$ cat src/rtl/display_scan_ctrl.sv
// rtl/display_scan_ctrl.sv - multiplexed 4-digit 7-segment scan controller
//
// Purpose:
//   Steps a 2-bit digit select across digits 3..0 of a shared 4-bit digit bus.
//   Each digit slot is DIV cycles long. The first BLANK cycles of a slot are dark
//   so the mux can settle without ghosting. The nibble is captured once, at the
//   last dark cycle, and is then decoded and driven for the rest of the slot.
//
// Ports:
//   clk        in   1  system clock, rising edge
//   rst_n      in   1  asynchronous active-low reset
//   en         in   1  1 = scanning, 0 = dark with the scan frozen
//   m          in   4  nibble selected by the external digit mux (driven from sel)
//   sel        out  2  digit select, 3 = most significant digit
//   an_n       out  4  active-low digit enables, one-hot when lit
//   seg_n      out  7  active-low segments {g,f,e,d,c,b,a}
//   scan_tick  out  1  one-cycle pulse on the last cycle of every slot
//
// Optional feature macro: LEADING_ZERO_BLANK_EN (leading-zero blanking).

module display_scan_ctrl #(
   parameter int DIV   = 50000,
   parameter int BLANK = 1000
) (
   input  logic       clk,
   input  logic       rst_n,
   input  logic       en,
   input  logic [3:0] m,
   output logic [1:0] sel,
   output logic [3:0] an_n,
   output logic [6:0] seg_n,
   output logic       scan_tick
);

   localparam int CW = $clog2(DIV);

   localparam logic [CW-1:0] CNT_LAST = CW'(DIV - 1);
   localparam logic [CW-1:0] CNT_CAP  = CW'(BLANK - 1);
   localparam logic [CW-1:0] CNT_DRV  = CW'(BLANK);

   logic [CW-1:0] cnt_q, cnt_d;
   logic [1:0]    sel_q, sel_d;
   logic [3:0]    nib_q, nib_d;
   logic [3:0]    an_n_q, an_n_d;
   logic [6:0]    seg_n_q, seg_n_d;
   logic          tick_q, tick_d;
   logic          lit;

`ifdef LEADING_ZERO_BLANK_EN
   logic          zf_q, zf_d;
`endif

   // Active-high segment pattern {g,f,e,d,c,b,a}; non-decimal nibbles show '-'.
   function automatic logic [6:0] decode(input logic [3:0] n);
      logic [6:0] s;
      case (n)
         4'd0:    s = 7'h3F;
         4'd1:    s = 7'h06;
         4'd2:    s = 7'h5B;
         4'd3:    s = 7'h4F;
         4'd4:    s = 7'h66;
         4'd5:    s = 7'h6D;
         4'd6:    s = 7'h7D;
         4'd7:    s = 7'h07;
         4'd8:    s = 7'h7F;
         4'd9:    s = 7'h6F;
         default: s = 7'h40;
      endcase
      return s;
   endfunction

   // Outputs are computed from the next counter/select values so that, once
   // registered, they line up exactly with the cnt range they belong to.
   always_comb begin
      cnt_d   = cnt_q;
      sel_d   = sel_q;
      nib_d   = nib_q;
      tick_d  = 1'b0;
      an_n_d  = 4'hF;
      seg_n_d = 7'h7F;
      lit     = 1'b0;
`ifdef LEADING_ZERO_BLANK_EN
      zf_d    = zf_q;
`endif

      if (en) begin
         // The mux has had the whole dark phase to settle by now.
         if (cnt_q == CNT_CAP) begin
            nib_d = m;
         end
         if (cnt_q == CNT_LAST) begin
            cnt_d = '0;
            sel_d = sel_q - 2'd1;
         end else begin
            cnt_d = cnt_q + 1'b1;
         end
         tick_d = (cnt_d == CNT_LAST);
         lit    = (cnt_d >= CNT_DRV);
      end else begin
         cnt_d = '0;
      end

`ifdef LEADING_ZERO_BLANK_EN
      // Flag is armed at every (re)start of the most significant slot and
      // dropped by the first nonzero digit of the scan.
      if (en && (cnt_q == CNT_CAP) && (m != 4'd0)) begin
         zf_d = 1'b0;
      end
      if ((cnt_d == '0) && (sel_d == 2'd3)) begin
         zf_d = 1'b1;
      end
      if (zf_d && (nib_d == 4'd0) && (sel_d != 2'd0)) begin
         lit = 1'b0;
      end
`endif

      if (lit) begin
         an_n_d  = ~(4'b0001 << sel_d);
         seg_n_d = ~decode(nib_d);
      end
   end

   always_ff @(posedge clk or negedge rst_n) begin
      if (!rst_n) begin
         cnt_q   <= '0;
         sel_q   <= 2'd3;
         nib_q   <= 4'd0;
         an_n_q  <= 4'hF;
         seg_n_q <= 7'h7F;
         tick_q  <= 1'b0;
`ifdef LEADING_ZERO_BLANK_EN
         zf_q    <= 1'b1;
`endif
      end else begin
         cnt_q   <= cnt_d;
         sel_q   <= sel_d;
         nib_q   <= nib_d;
         an_n_q  <= an_n_d;
         seg_n_q <= seg_n_d;
         tick_q  <= tick_d;
`ifdef LEADING_ZERO_BLANK_EN
         zf_q    <= zf_d;
`endif
      end
   end

   assign sel       = sel_q;
   assign an_n      = an_n_q;
   assign seg_n     = seg_n_q;
   assign scan_tick = tick_q;

endmodule
$ cat config.mk
export PLATFORM = sky130hd
export DESIGN_NAME = display_scan_ctrl
export DESIGN_NICKNAME = d
export VERILOG_FILES = /design/src/rtl/display_scan_ctrl.sv
export SDC_FILE = /design/constraint.sdc
export NUM_CORES = 1
export LEC_CHECK = 0
export CAP_MARGIN = 20
export CELL_PAD_IN_SITES_DETAIL_PLACEMENT = 0
export CELL_PAD_IN_SITES_GLOBAL_PLACEMENT = 1
export CORE_MARGIN = 3
export CORE_UTILIZATION = 32
export CTS_CLUSTER_SIZE = 24
export DETAILED_ROUTE_END_ITERATION = 12
export GPL_TIMING_DRIVEN = 0
export PLACE_DENSITY_LB_ADDON = 0.1
export RECOVER_POWER = 100
export SYNTH_ARGS = -nofsm -noshare
export SYNTH_HDL_FRONTEND = slang
export SYNTH_SLANG_ARGS = --single-unit
$ cat constraint.sdc
create_clock -name clk -period 8 [get_ports clk]
set_input_delay 1.6 -clock clk [delete_from_list [all_inputs] [get_ports clk]]
set_output_delay 1.6 -clock clk [all_outputs]
set_load 0.005 [all_outputs]
==> results.sh, run 1 <==
export IMPL_violations="max-capacitance violations, max-slew violations"
export IMPL_hold_path_class="flop to flop"
export IMPL_cts_inserted_buffers=5
export IMPL_finClkSkew_ps=6.18
export IMPL_critPathArrivalTime_ps=5000
export IMPL_p_switching_w=0.0000782
export IMPL_fin_crit_ps=4790
export IMPL_grt_pass1_vias=1477
export IMPL_cts_setup_buffers=0
export IMPL_syn_nets=205
export IMPL_rsz0062_at_grt="false"
export IMPL_syn_area_um2=1890
export IMPL_ys_seq_elements=34
export IMPL_fin_nets=232
export IMPL_overflow=0
export IMPL_cts_tree="yes"
export IMPL_die_h_um=82.8
export IMPL_start_util_pct=33.7
export IMPL_critPathMaxFanout=10
export IMPL_hold_buffers=0
export IMPL_fmax_ghz=0.209
export IMPL_slowest_delay_ps=1360
export IMPL_crit_buf_inv=2
export IMPL_worstSkewPairLatency_ps=290
export IMPL_synth_edf_count=0
export IMPL_crit_type="input pin to flop"
export IMPL_ir_drop_mv=0.0702
export IMPL_place_congestion=0.784
export IMPL_antenna_found_initial=0
export IMPL_crit_family="simple AND/OR/NAND/NOR gates"
export IMPL_dieArea_um2=6860
export IMPL_critPathRequiredTime_ps=8200
export IMPL_rows=27
export IMPL_drive_gt1_share_pct=11.9
export IMPL_pwr_share_comb_pct=4.6
export IMPL_run_status="finished with violations"
export IMPL_drt_total_wl_mm=4.15
export IMPL_synth_area_leaders="dfrtp_1 28%, dfstp_2 18%, xnor2_1 5.1%, nor2_1 5.0%, ha_1 4.6%"
export IMPL_io_pins=21
export IMPL_maxCapViolCount=2
export IMPL_hold_viol_final=0
export IMPL_syn_to_final_growth_pct=18.6
export IMPL_cts_root_buf="clkbuf_8"
export IMPL_slew_headroom_pct=-21.6
export IMPL_drc_errors=0
export IMPL_dp_hpwl_mm=3.03
export IMPL_yosys_cell_types_count=46
export IMPL_end_kind="flop"
export IMPL_ant_nets=0
export IMPL_power_w=0.000327
export IMPL_drtPass1Iterations=4
export IMPL_grtUsageTotal_pct=12.8
export IMPL_grt_max_degree=35
export IMPL_num_antenna_cells=0
export IMPL_port_buffers=20
export IMPL_powerDensity_nw_per_um2=146
export IMPL_synth_flop_cell="dfrtp_1"
export IMPL_cts_resized_gates=0
export IMPL_drt_initial_drc_count=74
export IMPL_coreArea_um2=5610
export IMPL_clk_path_buf_depth=2
export IMPL_leakage_nw=0.888
export IMPL_pwr_share_clk_pct=41.4
export IMPL_post_route_period_util_pct=59.9
export IMPL_p_sw_share_pct=23.9
export IMPL_start_kind="input pin"
export IMPL_h_tree_depth=2
export IMPL_cp_slowest_cell="nor4_1"
export IMPL_routed_via_density=4.92
export IMPL_async_reset_ff_share_pct=100
export IMPL_finalSetupViolCount=0
export IMPL_fin_util_pct=39.9
export IMPL_fp_dieW_um=82.8
export IMPL_clk_pin_slew_ps=70
export IMPL_worstPathCellList="dlygate4sd3_1 > nand4b_1 > nor4_1 > mux2i_1 > inv_1 > ha_1 > and2_0 > o21ai_0 > nand3_1"
export IMPL_grt_pass1_wl_mm=7.16
export IMPL_syn_area_per_cell_um2=9.89
export IMPL_p_seq_share_pct=54.0
export IMPL_num_vias=1431
export IMPL_final_max_slew_viol_count=46
export IMPL_cts_sinks=34
export IMPL_yosysWarnings=0
export IMPL_yosys_area_top_type="dfrtp_1"
export IMPL_intPower_w=0.000249
export IMPL_syn_inst=191
export IMPL_yosysSeqAreaShare_pct=45.9
export IMPL_tightest_slew_ps=1820
export IMPL_finalSetupTns_ps=0
export IMPL_wire_per_inst_um=14.3
export IMPL_yosysTopAreaCellShare_pct=27.8
-- cells in the mapped netlist (2+ instances only) --
cell type  instances
nand4b_1           2
o2111ai_1          2
dfstp_2           13
buf_2              5
nand3_1           14
o211ai_1           3
and3_1             6
ha_1               7
and2_1             3
inv_1              9
nor2_1            25
o21ai_0            4
nand2b_1           2
or4bb_1            2
nor4_1             4
xor2_1             6
dfrtp_1           21
xnor2_1           11
mux2i_1            5
clkbuf_1           5
nand2_1            8
nor3_1             3
nand4_1            8
-- sequential cells by signal, summed over array words and instances, names as in the netlist --
register / flops
scan_tick: 1
nib_q: 4
an_n: 4
seg_n: 7
sel: 2
cnt_q: 16
-- layer usage --
metal | global-route usage (%) | vias to the layer above | share of wire [%]
met1 | 17.7 | 681 | 52
met2 | 19.5 | 22 | 43
met5 | 0 | - | 0
met4 | 4.31 | 0 | 1.4
li1 | - | 722 | -
met3 | 3.47 | 6 | 3.5
-- power by group through the flow --
stage                     Clock [W]  Sequential (W)  Combinational (W)
after floorplan                   0        0.000179         0.00000604
after global placement            0        0.000180          0.0000162
after detailed placement          0        0.000180          0.0000159
after CTS                  0.000140        0.000177          0.0000160
after global routing       0.000147        0.000177          0.0000173
final                      0.000135        0.000176          0.0000151
-- worst register-to-register path, stage by stage, from the launching register on --
cell and delay [ps]:
dfrtp_1 440, or4_4 550, nor4_1 1400, mux2i_1 490, inv_1 140, ha_1 210
and2_0 140, o21ai_0 200, nand3_1 100
-- per-stage QoR --
stage	std cells	worst slack [ps]	hold WS [ps]	instance area [um^2]
final	291	3210	520	2240
after global routing	291	2880	563	2240
after CTS	291	4080	492	2270
after detailed placement	283	3790	471	2170
after global placement	283	3790	472	2180
after floorplan	191	4690	463	1890
-- cell families (layout without fill, tap and decap cells) --
logic type                 Yosys count  count (layout)  share of synthesized area, %
and+or+nand+nor                     90              90                          27.4
DFF                                 34              34                          45.9
buffers and inverters               20              48                          4.51
AOI/OAI and AO/OA                   17              17                          6.43
xor gates and xnor gates            17              17                          7.89
adders and majority gates            7               7                          4.64
muxes                                6               6                          3.25
-- layout by cell type, fill, tap and decap left out, types with 2 or more instances in the layout --
| cell | Yosys | final |
|---|---|---|
| clkdlybuf4s50_1 | 0 | 6 |
| nand2b_1 | 2 | 2 |
| xor2_1 | 6 | 6 |
| nor3_1 | 3 | 4 |
| or4bb_1 | 2 | 2 |
| clkbuf_8 | 0 | 6 |
| inv_1 | 9 | 9 |
| nand4_1 | 8 | 8 |
| o21ai_0 | 4 | 5 |
| buf_2 | 5 | 3 |
| xnor2_1 | 11 | 11 |
| mux2i_1 | 5 | 5 |
| nand2_1 | 8 | 8 |
| nand3_1 | 14 | 14 |
| clkbuf_1 | 5 | 8 |
| nor2_1 | 25 | 25 |
| and2_0 | 1 | 2 |
| ha_1 | 7 | 7 |
| o211ai_1 | 3 | 3 |
| o2111ai_1 | 2 | 2 |
| dfstp_2 | 13 | 11 |
| dfstp_1 | 0 | 2 |
| and3_1 | 6 | 6 |
| nand4b_1 | 2 | 2 |
| and2_1 | 3 | 3 |
| dlygate4sd3_1 | 0 | 13 |
| dfrtp_1 | 21 | 21 |
| nor4_1 | 4 | 5 |
-- cell type report --
type | count | area, um^2
sequential | 34 | 867
tap | 72 | 90.1
timing repair buffer | 20 | 194
buffer | 11 | 48.8
multi-input combinational | 137 | 910
clock inverter | 2 | 12.5
inverter | 9 | 33.8
clock buffer | 6 | 82.6
fill | 583 | 3370
-- final timing paths --
check / from / end / slack, ps / cells after the start
setup / recovery: en / seg_n[3] / 3210 / 9
hold / removal: sel[1] / an_n[2] / 520 / 1
setup reg to reg: cnt_q[11] / seg_n[3] / 4240 / 8
min in group asynchronous: rst_n / cnt_q[4] / 1800 / 1
max in group asynchronous: rst_n / cnt_q[2] / 5150 / 1
hold reg to reg: sel[1] / an_n[2] / 520 / 1
(Power assumes the default switching activity.)
==> run 2, diff against run 1 <==
==> constraint.sdc (replaced) <==
create_clock -name clk -period 4.9 [get_ports clk]
set_input_delay 0.98 -clock clk [delete_from_list [all_inputs] [get_ports clk]]
set_output_delay 0.98 -clock clk [all_outputs]
set_load 0.005 [all_outputs]
==> run 2 against run 1 <==
- non-clock buffer count did not move
- combinational power rose by 63%
- hold slack is essentially flat
- cell count is the same
- critical path type unchanged
- count of clock-buffer cells in the layout unchanged
- critical path depth unchanged
- the flow still finishes with violations (max-capacitance violations, max-slew violations)
- core utilization increased by 0.27 points
- die area is the same
- register-to-register slack got worse by 2300 ps
- sequential power increased by 64%
- final area grew 0.67%
==> results.sh, run 2 (synthesis results as in run 1) <==
export IMPL_largest_register_ffs=16
export IMPL_critPathRequiredTime_ps=5100
export IMPL_cts_setup_buffers=0
export IMPL_finalSetupViolCount=0
export IMPL_end_kind="flop"
export IMPL_drtPass1Iterations=4
export IMPL_fin_crit_ps=3400
export IMPL_crit_family="simple AND/OR/NAND/NOR gates"
export IMPL_hold_path_class="flop to flop"
export IMPL_post_route_period_util_pct=69.4
export IMPL_start_util_pct=33.7
export IMPL_grtUsageTotal_pct=12.8
export IMPL_cp_slowest_cell="dlygate4sd3_1"
export IMPL_coreArea_um2=5610
export IMPL_grt_pass1_wl_mm=7.16
export IMPL_layout_commonest_cell="nor2_1"
export IMPL_start_kind="input pin"
export IMPL_run_status="finished with violations"
export IMPL_cts_inserted_buffers=5
export IMPL_fp_dieW_um=82.8
export IMPL_cts_root_buf="clkbuf_8"
export IMPL_overflow=0
export IMPL_worstPathCellList="dlygate4sd3_1 > nand4b_1 > nor4_4 > mux2i_1 > inv_1 > ha_1 > and2_0 > o21ai_0 > nand3_1"
export IMPL_wire_per_inst_um=14.3
export IMPL_fill_cells=581
export IMPL_maxCapViolCount=1
export IMPL_powerDensity_nw_per_um2=237
export IMPL_cts_resized_gates=0
export IMPL_drt_total_wl_mm=4.15
export IMPL_fmax_ghz=0.294
export IMPL_drt_initial_drc_count=83
export IMPL_port_buffers=20
export IMPL_rsz0062_at_grt="false"
export IMPL_clk_pin_slew_ps=70
export IMPL_io_pins=21
export IMPL_num_vias=1445
export IMPL_finClkSkew_ps=6.15
export IMPL_ir_drop_mv=0.114
export IMPL_grt_pass1_vias=1477
export IMPL_syn_to_final_growth_pct=19.4
export IMPL_hold_viol_final=0
export IMPL_cts_sinks=34
export IMPL_placed_area_um2=2170
export IMPL_r2r_end="seg_n[3]"
export IMPL_slew_headroom_pct=-21.6
export IMPL_tightest_slew_ps=1820
export IMPL_rows=27
export IMPL_regMostFlops="cnt_q"
export IMPL_die_h_um=82.8
export IMPL_num_antenna_cells=0
export IMPL_r2r_slack_ps=1920
export IMPL_crit_type="input pin to flop"
export IMPL_critPathMaxFanout=10
export IMPL_critPathArrivalTime_ps=3600
export IMPL_reg2reg_from="cnt_q[11]"
export IMPL_power_w=0.000533
export IMPL_cts_tree="yes"
export IMPL_drc_errors=0
export IMPL_place_congestion=0.784
export IMPL_drive_gt1_share_pct=12.3
export IMPL_routed_via_density=4.97
export IMPL_ant_nets=0
export IMPL_finalInstanceArea_um2=2250
export IMPL_slowest_delay_ps=610
export IMPL_most_common_layout_cells="25 x nor2_1, 21 x dfrtp_1, 14 x nand3_1, 13 x dlygate4sd3_1"
export IMPL_clk_path_buf_depth=2
export IMPL_crit_buf_inv=2
export IMPL_dp_hpwl_mm=3.03
export IMPL_reg2reg_depth=8
export IMPL_grt_max_degree=35
export IMPL_holdPathStages=1
export IMPL_min_to="an_n[2]"
export IMPL_h_tree_depth=2
export IMPL_finalSetupTns_ps=0
export IMPL_violations="max-capacitance violations, max-slew violations"
export IMPL_leakage_nw=0.888
export IMPL_worstSkewPairLatency_ps=290
export IMPL_fin_nets=232
export IMPL_dieArea_um2=6860
export IMPL_min_from="sel[1]"
export IMPL_hold_buffers=0
export IMPL_antenna_found_initial=0
export IMPL_final_max_slew_viol_count=35
==> run 2: changes by cell type in the layout (fill, tap and decap cells not counted) <==
cell / before / now
nor4_1: 5 / 4
nor4_4: 0 / 1
==> run 2: worst max-delay path by stage <==
| stage | to | start | slack [ps] | depth (start not counted) |
|---|---|---|---|---|
| after global placement | seg_n[6] | en | 1310 | 8 |
| final | seg_n[3] | en | 1500 | 9 |
| after CTS | seg_n[0] | en | 1600 | 9 |
| after global routing | seg_n[3] | en | 1280 | 9 |
| after floorplan | seg_n[0] | en | 2210 | 8 |
| after detailed placement | seg_n[0] | en | 1310 | 9 |
==> run 2: power by group <==
group          leakage [nW]  switching, W  internal, W
sequential            0.427    0.00000396     0.000284
clock                0.0472      0.000108     0.000113
combinational         0.414     0.0000155   0.00000909
==> run 2: area by class of cell <==
type                       count  area (um^2)  share of cell area [%]
tap                           72         90.1                    4.00
clock buffer                   6         82.6                    3.66
buffer                        11         48.8                    2.17
timing repair buffer          20          194                    8.61
multi-input combinational    137          925                    41.0
clock inverter                 2         12.5                   0.555
sequential                    34          867                    38.5
inverter                       9         33.8                    1.50
==> run 2: through the flow <==
step	utilization (%)	setup slack, ps	hold slack, ps	cells
after detailed placement	38.8	1310	471	283
after floorplan	-	2210	463	191
after CTS	40.5	1600	492	291
after global placement	38.8	1310	472	283
after global routing	40.2	1280	563	291
final	40.2	1500	520	291
==> run 2: metal layers <==
layer	wire [um]	vias up	global-route usage [%]
met3	173	7	3.47
met5	0	-	0
met2	1810	25	19.5
li1	-	724	-
met1	2110	689	17.7
met4	53	0	4.31
